==> config.mk <==
export PLATFORM = sky130hd
export DESIGN_NAME = chimp_round_ctrl_flat
export DESIGN_NICKNAME = d
export VERILOG_FILES = /design/src/rtl/chimp_round_ctrl_if.sv /design/src/rtl/chimp_round_ctrl.sv /design/src/flat_wrapper.sv
export SDC_FILE = /design/constraint.sdc
export NUM_CORES = 1
export LEC_CHECK = 0
export ABC_AREA = 1
export CAP_MARGIN = 20
export CORE_AREA = 2 2 64 66
export CTS_CLUSTER_SIZE = 30
export DETAILED_ROUTE_END_ITERATION = 6
export DIE_AREA = 0 0 66 68
export PLACE_DENSITY = 0.8
export SYNTH_ARGS = -nofsm -noshare
export SYNTH_HDL_FRONTEND = slang
export SYNTH_SLANG_ARGS = --single-unit
==> constraint.sdc <==
create_clock -name clk -period 1.4 [get_ports clk]
set_clock_uncertainty 0.1 [all_clocks]
set_input_delay 0.42 -clock clk [delete_from_list [all_inputs] [get_ports clk]]
set_output_delay 0.42 -clock clk [all_outputs]
set_load 0.05 [all_outputs]
==> src/rtl/chimp_round_ctrl_if.sv <==
// Handshake and status bundle between the chimp round controller and its
// environment (board datapath plus top-level game FSM).
`timescale 1ns/1ps
interface chimp_round_ctrl_if;
  logic       iStart;
  logic       iAbort;
  logic [4:0] iLevel;
  logic       iDoneLoad;
  logic       iClickValid;
  logic       iClickCorrect;
  logic       oResetBoard;
  logic       oLoadEnable;
  logic [4:0] oLoadNum;
  logic [7:0] oRandNum;
  logic       oShowEnable;
  logic [4:0] oChooseNum;
  logic       oBusy;
  logic       oRoundWin;
  logic       oRoundLose;
  logic [2:0] oState;

  modport master (
    input  iStart, iAbort, iLevel, iDoneLoad, iClickValid, iClickCorrect,
    output oResetBoard, oLoadEnable, oLoadNum, oRandNum, oShowEnable,
           oChooseNum, oBusy, oRoundWin, oRoundLose, oState
  );

  modport slave (
    output iStart, iAbort, iLevel, iDoneLoad, iClickValid, iClickCorrect,
    input  oResetBoard, oLoadEnable, oLoadNum, oRandNum, oShowEnable,
           oChooseNum, oBusy, oRoundWin, oRoundLose, oState
  );
endinterface

==> src/rtl/chimp_round_ctrl.sv <==
// Chimp memory game round controller: clears the board, places 1..N at LFSR
// cells via a strobe/ack handshake, then tracks the player's clicks to win/lose.
`timescale 1ns/1ps
module chimp_round_ctrl #(
  parameter logic [7:0] LFSR_SEED = 8'hA5,
  parameter int         MAX_LEVEL = 27
) (
  input  logic                  clk,
  input  logic                  iResetn,
  chimp_round_ctrl_if.master    bus
);

  typedef enum logic [2:0] {
    S_IDLE  = 3'd0,
    S_CLEAR = 3'd1,
    S_LOAD  = 3'd2,
    S_LWAIT = 3'd3,
    S_SHOW  = 3'd4,
    S_PLAY  = 3'd5,
    S_WIN   = 3'd6,
    S_LOSE  = 3'd7
  } state_t;

  localparam logic [4:0] MAX_LEVEL_L = 5'(MAX_LEVEL);

  state_t     state_reg, state_next;
  logic [7:0] lfsr_reg;
  logic       lfsr_fb;
  logic [4:0] load_num_reg, load_num_next;
  logic [4:0] choose_num_reg, choose_num_next;
  logic [4:0] n_reg, n_next;
  logic [4:0] level_clamped;

  // x^8 + x^6 + x^5 + x^4 + 1 : feedback from bits 7, 5, 4, 3
  assign lfsr_fb       = ^(lfsr_reg & 8'b1011_1000);
  assign level_clamped = (bus.iLevel > MAX_LEVEL_L) ? MAX_LEVEL_L : bus.iLevel;

  always_ff @(posedge clk or negedge iResetn) begin
    if (!iResetn) begin
      state_reg      <= S_IDLE;
      lfsr_reg       <= LFSR_SEED;
      load_num_reg   <= 5'd0;
      choose_num_reg <= 5'd0;
      n_reg          <= 5'd4;
    end else begin
      state_reg      <= state_next;
      lfsr_reg       <= {lfsr_reg[6:0], lfsr_fb};
      load_num_reg   <= load_num_next;
      choose_num_reg <= choose_num_next;
      n_reg          <= n_next;
    end
  end

  always_comb begin
    state_next      = state_reg;
    load_num_next   = load_num_reg;
    choose_num_next = choose_num_reg;
    n_next          = n_reg;
    if (bus.iAbort) begin
      state_next = S_IDLE;
    end else begin
      unique case (state_reg)
        S_IDLE: begin
          if (bus.iStart) begin
            n_next        = level_clamped + 5'd4;
            load_num_next = 5'd1;
            state_next    = S_CLEAR;
          end
        end
        S_CLEAR: state_next = S_LOAD;
        S_LOAD:  state_next = S_LWAIT;
        S_LWAIT: begin
          // A nack means the cell was occupied; retry the same number at the
          // next LFSR position.
          if (bus.iDoneLoad && (load_num_reg == n_reg)) begin
            choose_num_next = 5'd1;
            state_next      = S_SHOW;
          end else if (bus.iDoneLoad) begin
            load_num_next = load_num_reg + 5'd1;
            state_next    = S_LOAD;
          end else begin
            state_next = S_LOAD;
          end
        end
        S_SHOW: begin
          if (bus.iClickValid && bus.iClickCorrect) begin
            choose_num_next = 5'd2;
            state_next      = S_PLAY;
          end else if (bus.iClickValid) begin
            state_next = S_LOSE;
          end
        end
        S_PLAY: begin
          if (bus.iClickValid && bus.iClickCorrect) begin
            if (choose_num_reg == n_reg) state_next = S_WIN;
            else choose_num_next = choose_num_reg + 5'd1;
          end else if (bus.iClickValid) begin
            state_next = S_LOSE;
          end
        end
        S_WIN:   state_next = S_IDLE;
        S_LOSE:  state_next = S_IDLE;
        default: state_next = S_IDLE;
      endcase
    end
  end

  // Every output decodes registered state, so nothing glitches from inputs.
  assign bus.oResetBoard = (state_reg == S_CLEAR);
  assign bus.oLoadEnable = (state_reg == S_LOAD);
  assign bus.oLoadNum    = (state_reg == S_LOAD) ? load_num_reg : 5'd0;
  assign bus.oRandNum    = iResetn ? lfsr_reg : 8'd0;
  assign bus.oShowEnable = (state_reg == S_SHOW);
  assign bus.oChooseNum  = choose_num_reg;
  assign bus.oBusy       = (state_reg != S_IDLE);
  assign bus.oRoundWin   = (state_reg == S_WIN);
  assign bus.oRoundLose  = (state_reg == S_LOSE);
  assign bus.oState      = state_reg;

endmodule

==> src/flat_wrapper.sv <==
// flat-port wrapper written by rule: the top's interface ports become plain ports
module chimp_round_ctrl_flat 
#(
  parameter logic [7:0] LFSR_SEED = 8'hA5,
  parameter int         MAX_LEVEL = 27
)
  (clk, iResetn, bus_iStart, bus_iAbort, bus_iLevel, bus_iDoneLoad, bus_iClickValid, bus_iClickCorrect, bus_oResetBoard, bus_oLoadEnable, bus_oLoadNum, bus_oRandNum, bus_oShowEnable, bus_oChooseNum, bus_oBusy, bus_oRoundWin, bus_oRoundLose, bus_oState);
  chimp_round_ctrl_if bus_i ();
  input  logic clk;
  input  logic iResetn;
  input wire logic [$bits(bus_i.iStart)-1:0] bus_iStart;
  input wire logic [$bits(bus_i.iAbort)-1:0] bus_iAbort;
  input wire logic [$bits(bus_i.iLevel)-1:0] bus_iLevel;
  input wire logic [$bits(bus_i.iDoneLoad)-1:0] bus_iDoneLoad;
  input wire logic [$bits(bus_i.iClickValid)-1:0] bus_iClickValid;
  input wire logic [$bits(bus_i.iClickCorrect)-1:0] bus_iClickCorrect;
  output wire logic [$bits(bus_i.oResetBoard)-1:0] bus_oResetBoard;
  output wire logic [$bits(bus_i.oLoadEnable)-1:0] bus_oLoadEnable;
  output wire logic [$bits(bus_i.oLoadNum)-1:0] bus_oLoadNum;
  output wire logic [$bits(bus_i.oRandNum)-1:0] bus_oRandNum;
  output wire logic [$bits(bus_i.oShowEnable)-1:0] bus_oShowEnable;
  output wire logic [$bits(bus_i.oChooseNum)-1:0] bus_oChooseNum;
  output wire logic [$bits(bus_i.oBusy)-1:0] bus_oBusy;
  output wire logic [$bits(bus_i.oRoundWin)-1:0] bus_oRoundWin;
  output wire logic [$bits(bus_i.oRoundLose)-1:0] bus_oRoundLose;
  output wire logic [$bits(bus_i.oState)-1:0] bus_oState;
  assign bus_i.iStart = bus_iStart;
  assign bus_i.iAbort = bus_iAbort;
  assign bus_i.iLevel = bus_iLevel;
  assign bus_i.iDoneLoad = bus_iDoneLoad;
  assign bus_i.iClickValid = bus_iClickValid;
  assign bus_i.iClickCorrect = bus_iClickCorrect;
  assign bus_oResetBoard = bus_i.oResetBoard;
  assign bus_oLoadEnable = bus_i.oLoadEnable;
  assign bus_oLoadNum = bus_i.oLoadNum;
  assign bus_oRandNum = bus_i.oRandNum;
  assign bus_oShowEnable = bus_i.oShowEnable;
  assign bus_oChooseNum = bus_i.oChooseNum;
  assign bus_oBusy = bus_i.oBusy;
  assign bus_oRoundWin = bus_i.oRoundWin;
  assign bus_oRoundLose = bus_i.oRoundLose;
  assign bus_oState = bus_i.oState;
  chimp_round_ctrl #(.LFSR_SEED(LFSR_SEED), .MAX_LEVEL(MAX_LEVEL)) u_core (.clk(clk), .iResetn(iResetn), .bus(bus_i));
endmodule
==> impl_metrics.csv, run 1 <==
group,metric,value,unit
run_status,outcome,"finished, violations left",
run_status,violations,"negative setup slack",
layout,final_nets,364,
yosys,yosysTopAreaCell,"dfrtp_1",
power_and_ir_drop,p_per_area,923,mW/mm2
timing,drv_slew,0,
layout,fillers,140,
floorplanning,die_width,66,um
yosys,syn_nets,239,
critical_path,critPathRequiredTime,0.88,ns
layout,syn_to_final_growth,111,%
route,wire_per_inst,18.6,um
yosys,yosysSeqAreaShare,39.8,%
floorplanning,pin_count,39,
place,dp_hpwl,3.55,mm
global_route,grt_start_max_net_pins,16,
layout,register_area,664,um2
floorplanning,start_util,42.8,%
critical_path,critical_path_arrival,1.61,ns
timing,hold_violations,0,
clock_network,cts.clk_slew.worst_paths,0.10,ns
place,place.gp.congestion,0.831,
yosys,ys_types,32,
yosys,netlist_area,0.00165,mm2
clock_network,hold_buffers,0,
clock_network,cts_tree,"done",
global_route,first_global_vias,2142,
layout,multi_input_area,0.00109,mm2
yosys,yosys_register_bits,26,
yosys,syn_inst,224,
timing,period_needed,2.13,ns
route,drt_wl_total,7.39,mm
critical_path,path_max_fanout,5,
yosys,yosysTopAreaCellShare,31.8,%
job,cap_violations,0,
route,via_per_inst,5.40,
yosys,ys_top_cells_by_area,"dfrtp_1 32%, nand2_1 15%, dfstp_2 8.0%, inv_1 6.6%, nor2_1 5.9%",
clock_network,cts_buffer_depth,2,
yosys,avgSynthCellArea,7.37,um2
global_route,grt_pass1_wl,9.96,mm
route,drtAntennaViolNets,0,
floorplanning,die_y,68,um
timing,finalCritPeriodShare,152,%
power_and_ir_drop,peakVddDrop,1.20,mV
timing,finalSetupViolations,45,
min_path,min_path_type,"input pin to async pin",
floorplanning,core_area,0.00386,mm2
critical_path,worstSetupEndpointType,"output pin",
route,via_count,2150,
place,place_area,0.00284,mm2
critical_path,startpoint_type,"flop",
timing,relSlewSlack,79.1,%
place,io_buffers,38,
timing,max_freq,470,MHz
timing,fin_setup_tns,-15.70,ns
clock_network,cts_buffers,3,
global_route,grt-ovfl-total,0,
layout,drive_gt1_share,61.8,%
global_route,grt_use_total,29.7,%
timing,setup_slack,-0.728,ns
timing,rsz0062_at_grt,"true",
route,first_iter_violations,153,
yosys,yosysWarnings,0,
route,remaining_drc_errors,0,
global_route,antenna_found_initial,0,
route,drtPass1Iterations,4,
clock_network,clock_sinks,26,
floorplanning,die-area,0.00449,mm2
critical_path,crit_type,"flop to output pin",
power_and_ir_drop,leakage,1.60,nW
timing,worst_pin_slew,0.311,ns
clock_network,htreeDepth,1,
layout,largest_reg_flops,8,
clock_network,clkLatencyLatePin,0.29,ns
floorplanning,row_count,23,
clock_network,cts-root-buf,"clkbuf_8",
layout,final_area,0.00348,mm2
layout,diodes,0,
-- cell usage in the layout, fill, tap and decap left out, types with 2 or more instances in the layout --
cell type	synthesis	layout
a21oi_1	4	4
buf_12	0	29
buf_4	1	62
buf_6	0	20
clkbuf_8	0	3
clkdlybuf4s50_1	0	9
clkinvlp_4	0	9
dfrtp_1	21	15
dfrtp_2	0	6
dfstp_2	5	5
ha_1	3	3
inv_1	29	14
inv_2	7	7
inv_4	0	5
nand2_1	65	46
nand2_2	8	18
nand2_4	2	11
nand3_1	10	10
nand3_4	1	2
nor2_1	26	11
nor2_2	3	4
nor2_4	1	15
nor3_4	0	2
o21ai_1	7	7
o21ai_2	4	7
or2_2	2	2
xnor2_1	4	4
xor2_1	4	4
-- final cells by class --
| cell class | count | share of cell area (%) |
|---|---|---|
| timing repair buffer | 122 | 40.2 |
| multi-input combinational | 159 | 31.3 |
| sequential | 26 | 19.1 |
| inverter | 37 | 5.61 |
| tap | 50 | 1.80 |
| clock buffer | 3 | 1.19 |
| clock inverter | 1 | 0.863 |
-- stage by stage --
step	util [%]	worst slack [ns]	hold slack, ns	cells	power (mW)
floorplan	-	-0.944	0.0244	224	1.54
global placement	73.7	-0.478	0.282	356	2.03
detailed placement	73.7	-0.537	0.291	356	2.07
CTS	86.6	-0.692	0.0265	390	2.94
global route	90.2	-0.795	0.0197	398	3.30
finish	90.2	-0.728	0.0211	398	3.21
-- metal layers --
metal / up-vias / global-route usage (%) / part of all wire [%]
met3: 36 / 8.72 / 7.7
met2: 143 / 54.2 / 52
li1: 936 / - / -
met4: 0 / 8.42 / 4.1
met1: 1035 / 33.9 / 37
met5: - / 0 / 0
-- where the power goes --
part	leakage, nW	total, mW	switching [mW]	internal [mW]
registers	0.324	1.00	0.153	0.851
clock network	0.0357	0.659	0.275	0.384
logic	1.24	1.55	0.863	0.686
-- path summary, 6_finish.rpt --
| kind | from | to | slack (ns) | cells past startpoint |
|---|---|---|---|---|
| max | u_core.bus.oState[2] | bus_oLoadNum[0] | -0.73 | 6 |
| min | iResetn | u_core.lfsr_reg[6] | 0.02 | 3 |
| max reg2reg | u_core.bus.oState[2] | u_core.load_num_reg[0] | -0.42 | 10 |
| min reg2reg | u_core.lfsr_reg[6] | u_core.lfsr_reg[7] | 0.33 | 0 |
| max in group asynchronous | iResetn | u_core.n_reg[2] | 0.87 | 3 |
| min in group clk | u_core.lfsr_reg[6] | u_core.lfsr_reg[7] | 0.33 | 0 |
-- cell usage after synthesis (all sizes together) --
master and instances:
xnor2 4, nor2 30, nand3 13, nand3b 1, o221ai 1, nor3 2, dfrtp 21, ha 3
clkinv 1, buf 1, o22ai 1, xor2 4, dfstp 5, nand4 1, clkbuf 2, or2 2
nand2 75, inv 36, o21ai 15, a21oi 5, a21boi 1
-- cells by family (layout without fill, tap and decap cells) --
| family | after synthesis | count (layout) | share of synthesized area [%] |
|---|---|---|---|
| AOI/OAI and AO/OA | 23 | 24 | 9.70 |
| DFF | 26 | 26 | 39.8 |
| buffers and inverters | 40 | 163 | 9.62 |
| and+or+nand+nor | 124 | 124 | 34.4 |
| xor gates and xnor gates | 8 | 8 | 4.24 |
| adders and majority gates | 3 | 3 | 2.27 |
-- repair_timing --
item                                    4_1_cts  5_1_grt
setup buffers                                28       12
pin swaps                                    33       17
resized for setup                            61       30
endpoints found under the setup margin       45       45
gates cloned                                  2        0
-- critical path, cell delays in order, from the launching register on --
cell and delay (ns):
dfrtp_2 0.44, nor2_4 0.12, inv_2 0.06, nor2_4 0.11, clkinvlp_4 0.25, nor2_4 0.19, buf_12 0.15
(Power assumes the default switching activity.)
==> run 2, diff against run 1 <==
Settings changed: RECOVER_POWER set to 25.
==> impl_metrics.csv, run 2 (synthesis results as in run 1) <==
group,metric,value,unit
critical_path,critical_path_arrival,1.61,ns
critical_path,crit_type,"flop to output pin",
run_status,outcome,"finished, violations left",
clock_network,hold_buffers,0,
critical_path,worst_path_max_delay_cell,"dfrtp_2",
layout,final_common_cell,"buf_4",
critical_path,critPathRequiredTime,0.88,ns
clock_network,clkLatencyLatePin,0.29,ns
timing,fin_setup_tns,-15.89,ns
layout,multi_input_area,0.00109,mm2
place,io_buffers,38,
critical_path,cpLargestDelayFamily,"buffers and inverters",
clock_network,cts-root-buf,"clkbuf_8",
route,drtPass1Iterations,4,
clock_network,cts.clk_slew.worst_paths,0.10,ns
clock_network,cts_tree,"done",
timing,rsz0062_at_grt,"true",
place,place_area,0.00284,mm2
layout,drive_gt1_share,60.6,%
route,wire_per_inst,18.6,um
global_route,grt-ovfl-total,0,
critical_path,worstSetupEndpointType,"output pin",
floorplanning,die_width,66,um
clock_network,cts_buffers,3,
place,place_inst,356,
layout,syn_to_final_growth,108,%
layout,fin_cells,398,
critical_path,path_common_cell,"nor2_4",
layout,final_area,0.00344,mm2
global_route,first_global_vias,2142,
route,drt_wl_total,7.41,mm
floorplanning,row_count,23,
min_path,min_path_type,"flop to flop",
place,place.gp.congestion,0.831,
floorplanning,core_area,0.00386,mm2
global_route,grt_pass1_wl,9.96,mm
place,dp_hpwl,3.55,mm
route,drtAntennaViolNets,0,
clock_network,cts_buffer_depth,2,
layout,register_area,664,um2
clock_network,clock_sinks,26,
timing,period_needed,2.13,ns
global_route,grt_use_total,29.7,%
global_route,antenna_found_initial,0,
layout,largest_reg_flops,8,
place,pre_cts_ws,-0.537,ns
layout,post-route-util,89.2,%
timing,drv_slew,0,
timing,hold_violations,0,
floorplanning,die-area,0.00449,mm2
timing,worst_pin_slew,0.579,ns
layout,mostFrequentLayoutCells,"59 x buf_4, 46 x nand2_1, 29 x buf_12",
power_and_ir_drop,power.total,3.20,mW
timing,max_freq,470,MHz
run_status,violations,"negative setup slack",
critical_path,startpoint_type,"flop",
timing,hold_ws,0.328,ns
floorplanning,pin_count,39,
job,cap_violations,0,
timing,relSlewSlack,61.4,%
global_route,grt_start_max_net_pins,16,
power_and_ir_drop,p_per_area,930,mW/mm2
layout,fillers,148,
route,remaining_drc_errors,0,
power_and_ir_drop,leakage,1.57,nW
critical_path,path_max_fanout,5,
clock_network,htreeDepth,1,
layout,diodes,0,
critical_path,crit_chain,"nor2_4, inv_2, nor2_4, clkinvlp_4, nor2_4, buf_12",
route,via_per_inst,5.38,
power_and_ir_drop,peakVddDrop,1.20,mV
floorplanning,start_util,42.8,%
critical_path,slowest_delay,0.44,ns
timing,setup_slack,-0.729,ns
critical_path,crit_buf_inv,3,
timing,finalCritPeriodShare,152,%
timing,finalSetupViolations,45,
route,first_iter_violations,154,
layout,final_nets,364,
route,via_count,2140,
floorplanning,die_y,68,um
-- run 2: path summary, 6_finish.rpt --
kind | end | slack (ns) | cells past startpoint | from
setup / recovery | bus_oLoadNum[0] | -0.73 | 6 | u_core.bus.oState[2]
hold / removal | u_core.lfsr_reg[7] | 0.33 | 0 | u_core.lfsr_reg[6]
setup reg to reg | u_core.load_num_reg[0] | -0.42 | 10 | u_core.bus.oState[2]
hold reg to reg | u_core.lfsr_reg[7] | 0.33 | 0 | u_core.lfsr_reg[6]
max in group asynchronous | u_core.bus.oChooseNum[0] | 0.25 | 3 | iResetn
min in group asynchronous | u_core.lfsr_reg[4] | 0.36 | 3 | iResetn
-- run 2: layout make-up --
cell class,instances,share of cell area (%)
Sequential cell,26,19.3
Clock buffer,3,1.20
Tap cell,50,1.82
Multi-Input combinational cell,159,31.6
Timing Repair Buffer,122,39.5
Inverter,37,5.67
Clock inverter,1,0.873
-- run 2: what timing repair did --
action | 4_1_cts | 5_1_grt
pin swaps | 33 | 17
setup buffers | 28 | 12
gates resized for setup | 61 | 30
gates cloned | 2 | 0
endpoints found under the setup margin | 45 | 45
-- run 2: where the power goes --
group | switching, mW | internal (mW) | total (mW)
logic | 0.862 | 0.674 | 1.54
clock network | 0.275 | 0.384 | 0.659
registers | 0.153 | 0.851 | 1.00
total | 1.29 | 1.91 | 3.20
-- run 2: layer usage --
layer | vias up | track usage [%] | wire length (um) | part of all wire [%]
met5 | - | 0 | 0 | 0
met4 | 0 | 8.42 | 302 | 4.1
met3 | 36 | 8.72 | 529 | 7.1
met2 | 140 | 54.2 | 3830 | 52
met1 | 1027 | 33.9 | 2740 | 37
li1 | 937 | - | - | -
==> run 3, diff against run 2 <==
Settings changed: SKIP_CTS_REPAIR_TIMING set to 1.
==> impl_metrics.csv, run 3 (synthesis results as in run 1) <==
group,metric,value,unit
run_status,outcome,"finished, violations left",
power_and_ir_drop,power.total,3.13,mW
floorplanning,row_count,23,
timing,drv_slew,0,
route,drtAntennaViolNets,0,
run_status,violations,"negative setup slack",
layout,largest_reg_flops,8,
timing,max_freq,455,MHz
timing,setup_slack,-0.800,ns
floorplanning,die_y,68,um
clock_network,cts.clk_slew.worst_paths,0.10,ns
global_route,grt_start_max_net_pins,16,
timing,relSlewSlack,73.3,%
floorplanning,pin_count,39,
floorplanning,die-area,0.00449,mm2
route,wire_per_inst,16.9,um
global_route,first_global_vias,1750,
critical_path,worstSetupEndpointType,"output pin",
critical_path,crit_chain,"nor2_4, inv_2, nor2_4, clkinvlp_4, nor2_4, buf_12",
layout,syn_to_final_growth,103,%
clock_network,htreeDepth,1,
layout,fin_cells,390,
route,first_iter_violations,109,
layout,final_common_cell,"buf_4",
global_route,antenna_found_initial,0,
layout,multi_input_area,0.00107,mm2
place,pre_cts_ws,-0.537,ns
floorplanning,start_util,42.8,%
clock_network,cts_tree,"done",
critical_path,slowest_delay,0.45,ns
critical_path,critPathRequiredTime,0.88,ns
layout,final_nets,356,
route,drtPass1Iterations,4,
power_and_ir_drop,leakage,1.47,nW
clock_network,clkLatencyLatePin,0.29,ns
timing,hold_ws,0.307,ns
floorplanning,die_width,66,um
clock_network,clock_sinks,26,
clock_network,cts_buffers,3,
timing,period_needed,2.20,ns
place,place.gp.congestion,0.831,
timing,fin_setup_tns,-16.03,ns
timing,finalSetupViolations,45,
layout,register_area,667,um2
layout,diodes,0,
timing,worst_pin_slew,0.397,ns
clock_network,cts_buffer_depth,2,
layout,drive_gt1_share,59.7,%
route,via_per_inst,5.18,
timing,hold_violations,0,
critical_path,worst_path_max_delay_cell,"dfrtp_2",
route,remaining_drc_errors,0,
critical_path,path_common_cell,"nor2_4",
place,dp_hpwl,3.55,mm
layout,fillers,176,
critical_path,path_max_fanout,5,
clock_network,cts-root-buf,"clkbuf_8",
min_path,min_path_type,"flop to flop",
floorplanning,core_area,0.00386,mm2
timing,finalCritPeriodShare,157,%
place,place_inst,356,
global_route,grt-ovfl-total,0,
critical_path,crit_type,"flop to output pin",
timing,rsz0062_at_grt,"true",
place,io_buffers,38,
critical_path,critical_path_arrival,1.68,ns
power_and_ir_drop,p_per_area,934,mW/mm2
critical_path,startpoint_type,"flop",
global_route,grt_pass1_wl,7.42,mm
power_and_ir_drop,peakVddDrop,1.23,mV
route,via_count,2019,
layout,mostFrequentLayoutCells,"54 x buf_4, 45 x nand2_1, 29 x buf_12",
global_route,grt_use_total,21.8,%
job,cap_violations,0,
route,drt_wl_total,6.60,mm
-- run 3: layout make-up --
cell class	instances	share of cell area, %
Sequential cell	26	19.9
Multi-Input combinational cell	159	32.0
Timing Repair Buffer	114	38.5
Clock inverter	1	0.897
Tap cell	50	1.87
Inverter	37	5.61
Clock buffer	3	1.23
-- run 3: worst max-delay path, delay by kind of cell, from the launching register on --
kind | cells | cell delay [ns]
buffers and inverters | 3 | 0.48
and+or+nand+nor | 3 | 0.46
DFF | 1 | 0.45
-- run 3: per-layer routing --
metal  up-vias  track usage [%]  routed length, um  share of wire (%)
li1        922                -                  -                  -
met1       995             25.8               2500                 38
met2        86             38.9               3590                 54
met3        16             6.74                376                5.7
met4         0             5.10                127                1.9
met5         -                0                  0                  0
-- run 3: worst paths after layout --
check / from / end / cells after the start / slack, ns
max: u_core.bus.oState[2] / bus_oLoadNum[0] / 6 / -0.80
min: u_core.lfsr_reg[6] / u_core.lfsr_reg[7] / 0 / 0.31
min reg2reg: u_core.lfsr_reg[6] / u_core.lfsr_reg[7] / 0 / 0.31
min in group asynchronous: iResetn / u_core.lfsr_reg[6] / 3 / 0.32
max reg2reg: u_core.n_reg[0] / u_core.bus.oChooseNum[3] / 10 / -0.41
max in group asynchronous: iResetn / u_core.lfsr_reg[0] / 4 / 0.37
-- run 3: per-stage QoR --
step	area, um2	util, %
final	3350	86.8
after global routing	3350	86.8
after CTS	2910	75.5
after detailed placement	2840	73.7
after global placement	2840	73.7
after floorplan	1790	-
-- run 3: report_power, final --
| part | internal [mW] | switching [mW] |
|---|---|---|
| registers | 0.851 | 0.134 |
| logic | 0.669 | 0.813 |
| clock network | 0.384 | 0.276 |
